**src/rtl/fd_ex_stage_ctrl.sv**
```systemverilog
// FD/EX pipeline register with load-use stall resolution, operand forwarding
// and taken-branch flush. Also keeps saturating counts of stalls and flushes.
module fd_ex_stage_ctrl #(
    parameter int XLEN  = 32,
    parameter int CNT_W = 16
) (
    input  logic             clk,
    input  logic             rst,
    input  logic             fd_valid,
    input  logic [XLEN-1:0]  fd_pc,
    input  logic [31:0]      fd_inst,
    input  logic [4:0]       fd_rs1,
    input  logic [4:0]       fd_rs2,
    input  logic [4:0]       fd_rd,
    input  logic             fd_reg_wrenable,
    input  logic             fd_mem_to_reg,
    input  logic [XLEN-1:0]  rf_rs1_data,
    input  logic [XLEN-1:0]  rf_rs2_data,
    input  logic             fwd_a,
    input  logic             fwd_b,
    input  logic             should_stall,
    input  logic [XLEN-1:0]  ex_fwd_data,
    input  logic [XLEN-1:0]  wb_data,
    input  logic             ex_branch_taken,
    output logic             pc_wrenable,
    output logic             fd_wrenable,
    output logic             fd_flush,
    output logic             ex_valid,
    output logic             ex_reg_wrenable,
    output logic             ex_mem_to_reg,
    output logic [XLEN-1:0]  ex_pc,
    output logic [31:0]      ex_inst,
    output logic [4:0]       ex_rd,
    output logic [XLEN-1:0]  ex_rs1_val,
    output logic [XLEN-1:0]  ex_rs2_val,
    output logic [CNT_W-1:0] stall_count,
    output logic [CNT_W-1:0] flush_count
);

    typedef enum logic {
        RUN     = 1'b0,
        RESOLVE = 1'b1
    } state_t;

    // What the EX register does at the next edge.
    typedef enum logic [1:0] {
        ACT_LOAD  = 2'd0,
        ACT_STALL = 2'd1,
        ACT_FLUSH = 2'd2
    } action_t;

    localparam logic [CNT_W-1:0] CNT_MAX = {CNT_W{1'b1}};

    state_t          state;
    state_t          state_next;
    action_t         action;
    logic            match_a;
    logic            match_b;
    logic [XLEN-1:0] rs1_sel;
    logic [XLEN-1:0] rs2_sel;

    always_comb begin
        // NOTE: every output gets a default before any branch, so no path can infer a latch.
        action      = ACT_LOAD;
        state_next  = RUN;
        pc_wrenable = 1'b1;
        fd_wrenable = 1'b1;
        fd_flush    = 1'b0;
        if (!rst) begin
            if (ex_branch_taken) begin
                action   = ACT_FLUSH;
                fd_flush = 1'b1;
            end else if (state == RUN && should_stall) begin
                action      = ACT_STALL;
                state_next  = RESOLVE;
                pc_wrenable = 1'b0;
                fd_wrenable = 1'b0;
            end
        end
    end

    // In RESOLVE the load result is in writeback, so a recorded match overrides forwarding.
    always_comb begin
        rs1_sel = fwd_a ? ex_fwd_data : rf_rs1_data;
        rs2_sel = fwd_b ? ex_fwd_data : rf_rs2_data;
        if (state == RESOLVE && match_a) rs1_sel = wb_data;
        if (state == RESOLVE && match_b) rs2_sel = wb_data;
    end

    always_ff @(posedge clk or posedge rst) begin
        // NOTE: sequential state uses non-blocking assignments so all registers update together.
        if (rst) state <= RUN;
        else     state <= state_next;
    end

    always_ff @(posedge clk or posedge rst) begin
        if (rst) begin
            match_a <= 1'b0;
            match_b <= 1'b0;
        end else if (action == ACT_STALL) begin
            match_a <= (ex_rd == fd_rs1);
            match_b <= (ex_rd == fd_rs2);
        end else begin
            match_a <= 1'b0;
            match_b <= 1'b0;
        end
    end

    always_ff @(posedge clk or posedge rst) begin
        if (rst) begin
            ex_valid        <= 1'b0;
            ex_reg_wrenable <= 1'b0;
            ex_mem_to_reg   <= 1'b0;
            ex_pc           <= '0;
            ex_inst         <= '0;
            ex_rd           <= '0;
            ex_rs1_val      <= '0;
            ex_rs2_val      <= '0;
        end else if (action == ACT_LOAD) begin
            ex_valid        <= fd_valid;
            ex_reg_wrenable <= fd_reg_wrenable & fd_valid;
            ex_mem_to_reg   <= fd_mem_to_reg & fd_valid;
            ex_pc           <= fd_pc;
            ex_inst         <= fd_inst;
            ex_rd           <= fd_rd;
            ex_rs1_val      <= rs1_sel;
            ex_rs2_val      <= rs2_sel;
        end else begin
            // Bubble: only the control bits drop, the payload fields are left as they were.
            ex_valid        <= 1'b0;
            ex_reg_wrenable <= 1'b0;
            ex_mem_to_reg   <= 1'b0;
        end
    end

    always_ff @(posedge clk or posedge rst) begin
        if (rst) begin
            stall_count <= '0;
            flush_count <= '0;
        end else begin
            if (action == ACT_STALL && stall_count != CNT_MAX)
                stall_count <= stall_count + CNT_W'(1);
            if (action == ACT_FLUSH && flush_count != CNT_MAX)
                flush_count <= flush_count + CNT_W'(1);
        end
    end

endmodule

```
**config.mk**
```make
export PLATFORM = sky130hd
export DESIGN_NAME = fd_ex_stage_ctrl
export DESIGN_NICKNAME = d
export VERILOG_FILES = /design/src/rtl/fd_ex_stage_ctrl.sv
export SDC_FILE = /design/constraint.sdc
export NUM_CORES = 1
export LEC_CHECK = 0
export ABC_AREA = 1
export CAP_MARGIN = 25
export CORE_MARGIN = 10
export CORE_UTILIZATION = 38
export DETAILED_ROUTE_END_ITERATION = 8
export PLACE_DENSITY_LB_ADDON = 0.2
export SLEW_MARGIN = 20
export SYNTH_ARGS = -nofsm -noshare
export SYNTH_HDL_FRONTEND = slang
export SYNTH_SLANG_ARGS = --single-unit
```
**constraint.sdc**
```tcl
create_clock -name clk -period 3.7 [get_ports clk]
set_input_delay 0.37 -clock clk [delete_from_list [all_inputs] [get_ports clk]]
set_output_delay 0.37 -clock clk [all_outputs]
set_load 0.02 [all_outputs]
```
Yosys cells after proc, flatten, opt, wreduce, memory -nomap -nowiden
Cells that the tools add are included.
{ "totals": {"latch_bits": 0, "input_bits": 216, "ff_bits": 171, "romBits": 0, "mem_bits_rw": 0, "output_inout_bits": 171, "memories": 0} }
{ "classes": {"n_bitwise": 3, "n_lt_le_gt_ge": 0, "n_reduce_logical": 6, "mux": 20, "n_shift": 0, "n_eq_ne": 6, "n_div": 0, "n_mul": 0, "addsub": 2} }
{ "op_table": {"columns": ["operator", "n"], "rows": [
  ["32-bit two-way mux", 4],
  ["16-bit by 1-bit adder with 16-bit output (second input constant)", 2],
  ["16-bit != test (second input constant)", 2],
  ["1-bit two-way mux", 14],
  ["5-bit equality test", 2],
  ["1-bit logical AND", 5],
  ["2-bit two-way mux", 2],
  ["1-bit AND", 2],
  ["2-bit by 1-bit equality test with 1-bit output (second input constant)", 1],
  ["2-bit equality test (second input constant)", 1],
  ["2-bit zero test", 1],
  ["1-bit NOT", 1]
]} }

Depth between registers and ports, before layout
Gate-level depths: netlist of run 1.
{ "logic_depth": {"word_depth": 7, "depth_mapped": 9, "depth_no_buf": 9} }

Least setup slack after synthesis of run 1
No wires, ideal clock.
{ "synth_path": {"path_kind": "input to output", "start": "in rst", "end": "out pc_wrenable", "path_stages": 5, "setup_slack_ns": 0.120, "n_path_buf": 1, "arrival_time_ns": 3.210, "t_required_ns": 3.330, "cell_sequence": "inv_2 > nand2_1 > nor2_4 > inv_2 > buf_4"} }
{ "synth_between": {"elab_chain_len": 1} }
{ "synth_rtl": {"columns": ["element", "line_no", "text"], "rows": [
  ["start: declaration", "8", "input logic rst,"],
  ["1-bit two-way mux", null, null],
  ["end: declaration", "25", "output logic pc_wrenable,"]
]} }
No other way between the ends.

Worst setup path in the final report of run 1
{ "layout_path": {"start": "in rst", "end": "out pc_wrenable"} }
{ "layout_between": {"elab_chain_len": 1} }
{ "layout_rtl": {"columns": ["element", "line_no", "text"], "rows": [
  ["1-bit two-way mux", "69", "if (!rst) begin"]
]} }
No other way between the ends.

==> results of run 1 <==
[per-layer routing]
metal	vias up	part of all wire (%)	track usage, %	wire length, um
met5	-	0.042	0	13
met4	2	2.2	6.791	671
met3	40	10	8.908	3259
met2	325	48	35.21	15080
met1	3973	39	23.12	12140
li1	4351	-	-	-
[final cells by class]
type	count	area share [%]
clock inverter	15	1.116
timing repair buffer	397	30.29
multi-input combinational	850	27.93
sequential	171	32.62
clock buffer	17	3.243
inverter	72	2.136
tap	280	2.670
[cells by family after synthesis]
logic type      after synthesis  share of synthesized area (%)
fa+ha+maj                     2                         0.2933
xor+xnor                     10                          1.027
simple gates                618                          28.47
flops                       171                          50.17
buf+inv                     130                          6.939
compound gates              220                          13.10
[cells in the mapped netlist]
cell type / n / area, um^2
nand3_1: 18 / 90.09
nor2_4: 2 / 22.52
inv_1: 66 / 247.7
nor2_2: 3 / 18.77
nand2_1: 528 / 1982
buf_4: 18 / 135.1
o21ai_1: 68 / 340.3
xnor2_1: 10 / 87.58
nand3_2: 1 / 10.01
inv_2: 5 / 18.77
buf_6: 2 / 22.52
nand2_2: 3 / 18.77
nand3b_1: 5 / 37.54
nand4_2: 1 / 12.51
ha_1: 2 / 25.02
nor2_1: 47 / 176.4
buf_2: 15 / 75.07
o21ai_0: 147 / 735.7
o22ai_1: 1 / 6.260
nor3_1: 2 / 10.01
dfrtp_1: 171 / 4279
o21ai_2: 4 / 35.03
nand4_1: 8 / 50.05
inv_4: 1 / 6.260
clkbuf_1: 23 / 86.33
[final timing paths]
kind | end | startpoint
setup / recovery | pc_wrenable | rst
hold / removal | ex_inst[5]$_DFFE_PP0N_ | rst
setup reg to reg | ex_rs1_val[18]$_DFFE_PP0N_ | state$_DFF_PP0_
hold reg to reg | ex_pc[24]$_DFFE_PP0N_ | ex_pc[24]$_DFFE_PP0N_
max in group asynchronous | ex_rs1_val[30]$_DFFE_PP0N_ | rst
min in group clk | ex_reg_wrenable$_DFF_PP0_ | fd_reg_wrenable
[worst max-delay path, cell delays in order]
cell and delay (ps):
clkdlybuf4s50_1 470, inv_6 200, nand2_1 120, nor2_4 220, inv_2 100, clkdlybuf4s50_1 580
[metrics by stage]
stage	utilization [%]	setup WS (ps)	power (uW)	instance area (um^2)	instances
after floorplan	-	120.3	3018	8529	1151
after global placement	57.05	1197	3878	12530	1769
after detailed placement	57.05	1139	3898	12530	1769
after CTS	59.65	1240	5677	13100	1801
after global routing	59.74	1178	5910	13120	1802
final	59.74	1256	5605	13120	1802
[report_power, final]
| part | total [uW] | leakage, uW | internal, uW | switching (uW) |
|---|---|---|---|---|
| clock network | 1750 | 0.000282 | 900 | 851 |
| logic | 1580 | 0.00365 | 756 | 820 |
| registers | 2280 | 0.00207 | 2090 | 189 |
==> flow_summary_export.csv, run 1 <==
group,metric,value,unit
die,die-area,0.02884,mm^2
timing,worst_pin_slew,857.8,ps
setup_path,path_class,"in2out",
final_layout,nNetsFinal,1727,
timing,clock.fmax,409.1,MHz
clocking,ctsHtreeMaxLevel,4,
logic_synthesis,synth_nets,1369,
global_route,grt_pass1_wl,47200,um
route,drc,0,
die,pin_count,387,
route,drt_pre_antenna_iters,5,
timing,clock_skew,10.85,ps
clocking,cts-root-to-sink-buffers,2,
final_layout,regArea,0.004279,mm^2
clocking,cts_root_buf,"clkbuf_16",
final_layout,final_cell_mix,"nand2_1, clkdlybuf4s50_1, dfrtp_1",
logic_synthesis,yosys_warnings,0,
setup_path,critical_path_required,3330,ps
logic_synthesis,ys_ff_latch,171,
timing,whs,247.3,ps
timing,period_minus_slack,2444,ps
timing,setup_violations,0,
placed_design,io_buffers,386,
setup_path,worstPathArrival,2070,ps
clocking,cts_resized,0,
timing,grt_setup_unrepaired,"no",
timing,slew_violations,0,
setup_path,worstRegToRegCells,8,
final_layout,area_growth,53.81,%
logic_synthesis,netlist_area,0.008529,mm^2
timing,fin_tns_setup,0,ps
power,leakage,0.006006,uW
route,drtAntennaViolNets,0,
final_layout,fillCellCount,2000,
logic_synthesis,yosysSeqAreaShare,50.17,%
setup_path,critPathMaxFanout,19,
timing,period_share,66.06,%
global_route,grt_pass1_vias,8276,
final_layout,final_common_cell,"nand2_1",
route,first_iter_violations,569,
die,initial_core_util,38.84,%
route,routed_wl,31160,um
clocking,numCtsBuffers,17,
global_route,grt-ovfl-total,0,
power,p_per_area,427.3,mW/mm^2
power,vdd_drop_max,0.0002795,V
logic_synthesis,syn_inst,1151,
placed_design,hpwl,23820,um
setup_path,reg2reg_slack,1820,ps
timing,relSlewSlack,42.61,%
global_route,grt_max_degree,156,
clocking,clk_latency,430,ps
clocking,cts_hold_buf,0,
route,dr_total_vias,8691,
global_route,antenna_found_initial,1,
clocking,cts_tree,"yes",
clocking,clkTransAtPathRegs,80,ps
route,routed_via_density,4.823,
die,die_w,169.8,um
route,avgRoutedWirePerCell,17.29,um
die,std_cell_rows,54,
clocking,cts_setup_buffers,0,
run,cap_violations,0,
setup_path,start_kind,"primary input",
logic_synthesis,synth.distinct_cells,25,
global_route,grtUsageTotal,20.79,%
final_layout,n_antenna_cell,0,
logic_synthesis,avgSynthCellArea,7.410,um^2
placed_design,finalWeightedCongestion,0.8890,
final_layout,drive_gt1_share,4.402,%
die,die_y,169.8,um
clocking,cts.sinks,171,
status,status,"finished clean",
timing,hold_violations,0,
setup_path,cp-end-kind,"primary output",
die,core,0.02196,mm^2
final_layout,multiInputGateArea,0.003664,mm^2
hold_path,min_path_type,"in2async",
(Power assumes the default switching activity.)
==> inputs of run 2 (changes only) <==
clock period = 2.2 ns   (was 3.7 ns; I/O delays follow)
==> run 2 against run 1 <==
Design area is 1.4% higher. Highest routed layer is now met4. Flip-flop and latch count is the same. First-iteration DRC count increased by 4.6%. Hold slack got worse by 8.1 ps. Sequential power rose by 68%.
==> flow_summary_export.csv, run 2 (same netlist as run 1, synthesis figures left out) <==
group,metric,value,unit
status,status,"finished clean",
final_layout,area_growth,55.90,%
setup_path,start_kind,"flip-flop",
placed_design,hpwl,23920,um
timing,whs,239.3,ps
global_route,grt_max_degree,96,
timing,relSlewSlack,59.93,%
timing,worst_pin_slew,599.0,ps
power,vdd_drop_max,0.0005248,V
final_layout,instances_no_fill,1813,
route,first_iter_violations,595,
clocking,clk_latency,430,ps
placed_design,dpl_cell_area,0.01268,mm^2
clocking,cts_hold_buf,0,
timing,fin_tns_setup,0,ps
timing,grt_setup_unrepaired,"no",
die,core,0.02196,mm^2
clocking,cts_resized,0,
clocking,numCtsBuffers,17,
power,p_per_area,714.9,mW/mm^2
die,die_w,169.8,um
setup_path,path_buf_inv,3,
clocking,ctsHtreeMaxLevel,4,
timing,clock.fmax,503.4,MHz
final_layout,finalInstanceArea,0.01330,mm^2
final_layout,nNetsFinal,1738,
die,initial_core_util,38.84,%
clocking,cts.sinks,171,
setup_path,path_class,"reg2out",
setup_path,path_cells,"inv_2 -> nand2_2 -> nor2_4 -> inv_2 -> clkdlybuf4s50_1",
clocking,clkTransAtPathRegs,80,ps
timing,clock_skew,13.27,ps
final_layout,fillCellCount,1990,
route,dr_total_vias,8734,
die,die_y,169.8,um
hold_path,min_path_type,"in2async",
route,avgRoutedWirePerCell,17.05,um
run,cap_violations,0,
final_layout,final_cell_mix,"nand2_1, clkdlybuf4s50_1, dfrtp_1",
timing,slew_violations,0,
clocking,cts_root_buf,"clkbuf_16",
global_route,grt-ovfl-total,0,
setup_path,crit_top_cell,"inv_2",
clocking,cts_setup_buffers,0,
setup_path,worstPathArrival,1770,ps
route,drc,0,
route,drtAntennaViolNets,0,
final_layout,n_antenna_cell,0,
die,die-area,0.02884,mm^2
die,std_cell_rows,54,
global_route,antenna_found_initial,0,
setup_path,critPathSlowestCell,"clkdlybuf4s50_1",
placed_design,io_buffers,386,
placed_design,dp_cells,1780,
setup_path,critPathMaxStageDelay,550,ps
global_route,grtUsageTotal,20.95,%
timing,period_minus_slack,1986,ps
placed_design,finalWeightedCongestion,0.8492,
route,drt_pre_antenna_iters,5,
setup_path,crit_family,"buffers and inverters",
final_layout,final_common_cell,"nand2_1",
setup_path,cp-end-kind,"primary output",
route,routed_wl,30910,um
route,routed_via_density,4.817,
die,pin_count,387,
setup_path,critPathMaxFanout,5,
power,leakage,0.006094,uW
final_layout,drive_gt1_share,5.088,%
timing,setup_violations,0,
timing,period_share,90.29,%
clocking,cts-root-to-sink-buffers,2,
placed_design,pre_cts_ws,277.5,ps
timing,hold_violations,0,
clocking,cts_tree,"yes",
global_route,grt_pass1_wl,47860,um
global_route,grt_pass1_vias,8583,
setup_path,critical_path_required,1980,ps
timing,timing.final.ws_setup,213.6,ps
==> run 2: cell type report <==
class | count | area [um^2] | area share, %
clock buffer | 18 | 439.2 | 3.303
clock inverter | 14 | 146.4 | 1.101
inverter | 72 | 280.3 | 2.108
multi-input combinational | 850 | 3664 | 27.55
sequential | 171 | 4279 | 32.18
tap | 280 | 350.3 | 2.635
timing repair buffer | 408 | 4139 | 31.13
==> run 2: final timing paths <==
| check | end | slack [ps] | depth (start not counted) | start |
|---|---|---|---|---|
| setup / recovery | fd_wrenable | 210 | 5 | state$_DFF_PP0_ |
| hold / removal | flush_count[8]$_DFFE_PP0P_ | 240 | 3 | rst |
| setup reg to reg | stall_count[5]$_DFFE_PP0P_ | 410 | 6 | stall_count[0]$_DFFE_PP0P_ |
| hold reg to reg | ex_pc[28]$_DFFE_PP0N_ | 470 | 2 | ex_pc[28]$_DFFE_PP0N_ |
| max in group asynchronous | ex_pc[0]$_DFFE_PP0N_ | 1380 | 4 | rst |
| min in group clk | ex_inst[29]$_DFFE_PP0N_ | 320 | 3 | fd_inst[29] |
==> run 2: stage by stage <==
step                      utilization [%]  total power, uW
after floorplan                         -             5076
after global placement              57.77             6549
after detailed placement            57.77             6593
after CTS                           60.43             9628
after global routing                60.56            10020
final                               60.56             9507
==> run 2: per-layer routing <==
metal  vias up  track usage (%)  wire length [um]
met5         -                0                 0
met4         0            7.402               851
met3        42            9.348              3422
met2       366            34.52             14720
met1      3956            23.65             11920
li1       4370                -                 -
==> run 2: where the power goes <==
group / switching (uW) / total [uW] / internal (uW)
Clock: 1430 / 2990 / 1550
Combinational: 1390 / 2690 / 1300
Sequential: 317 / 3830 / 3510
==> run 2: worst reg2reg max path, cell delays in order, from the launching register on <==
cell and delay [ps]:
dfrtp_1 440, ha_1 300, nand3_2 140, inv_1 110, nand4_2 150, nand2_1 330
o21ai_0 160
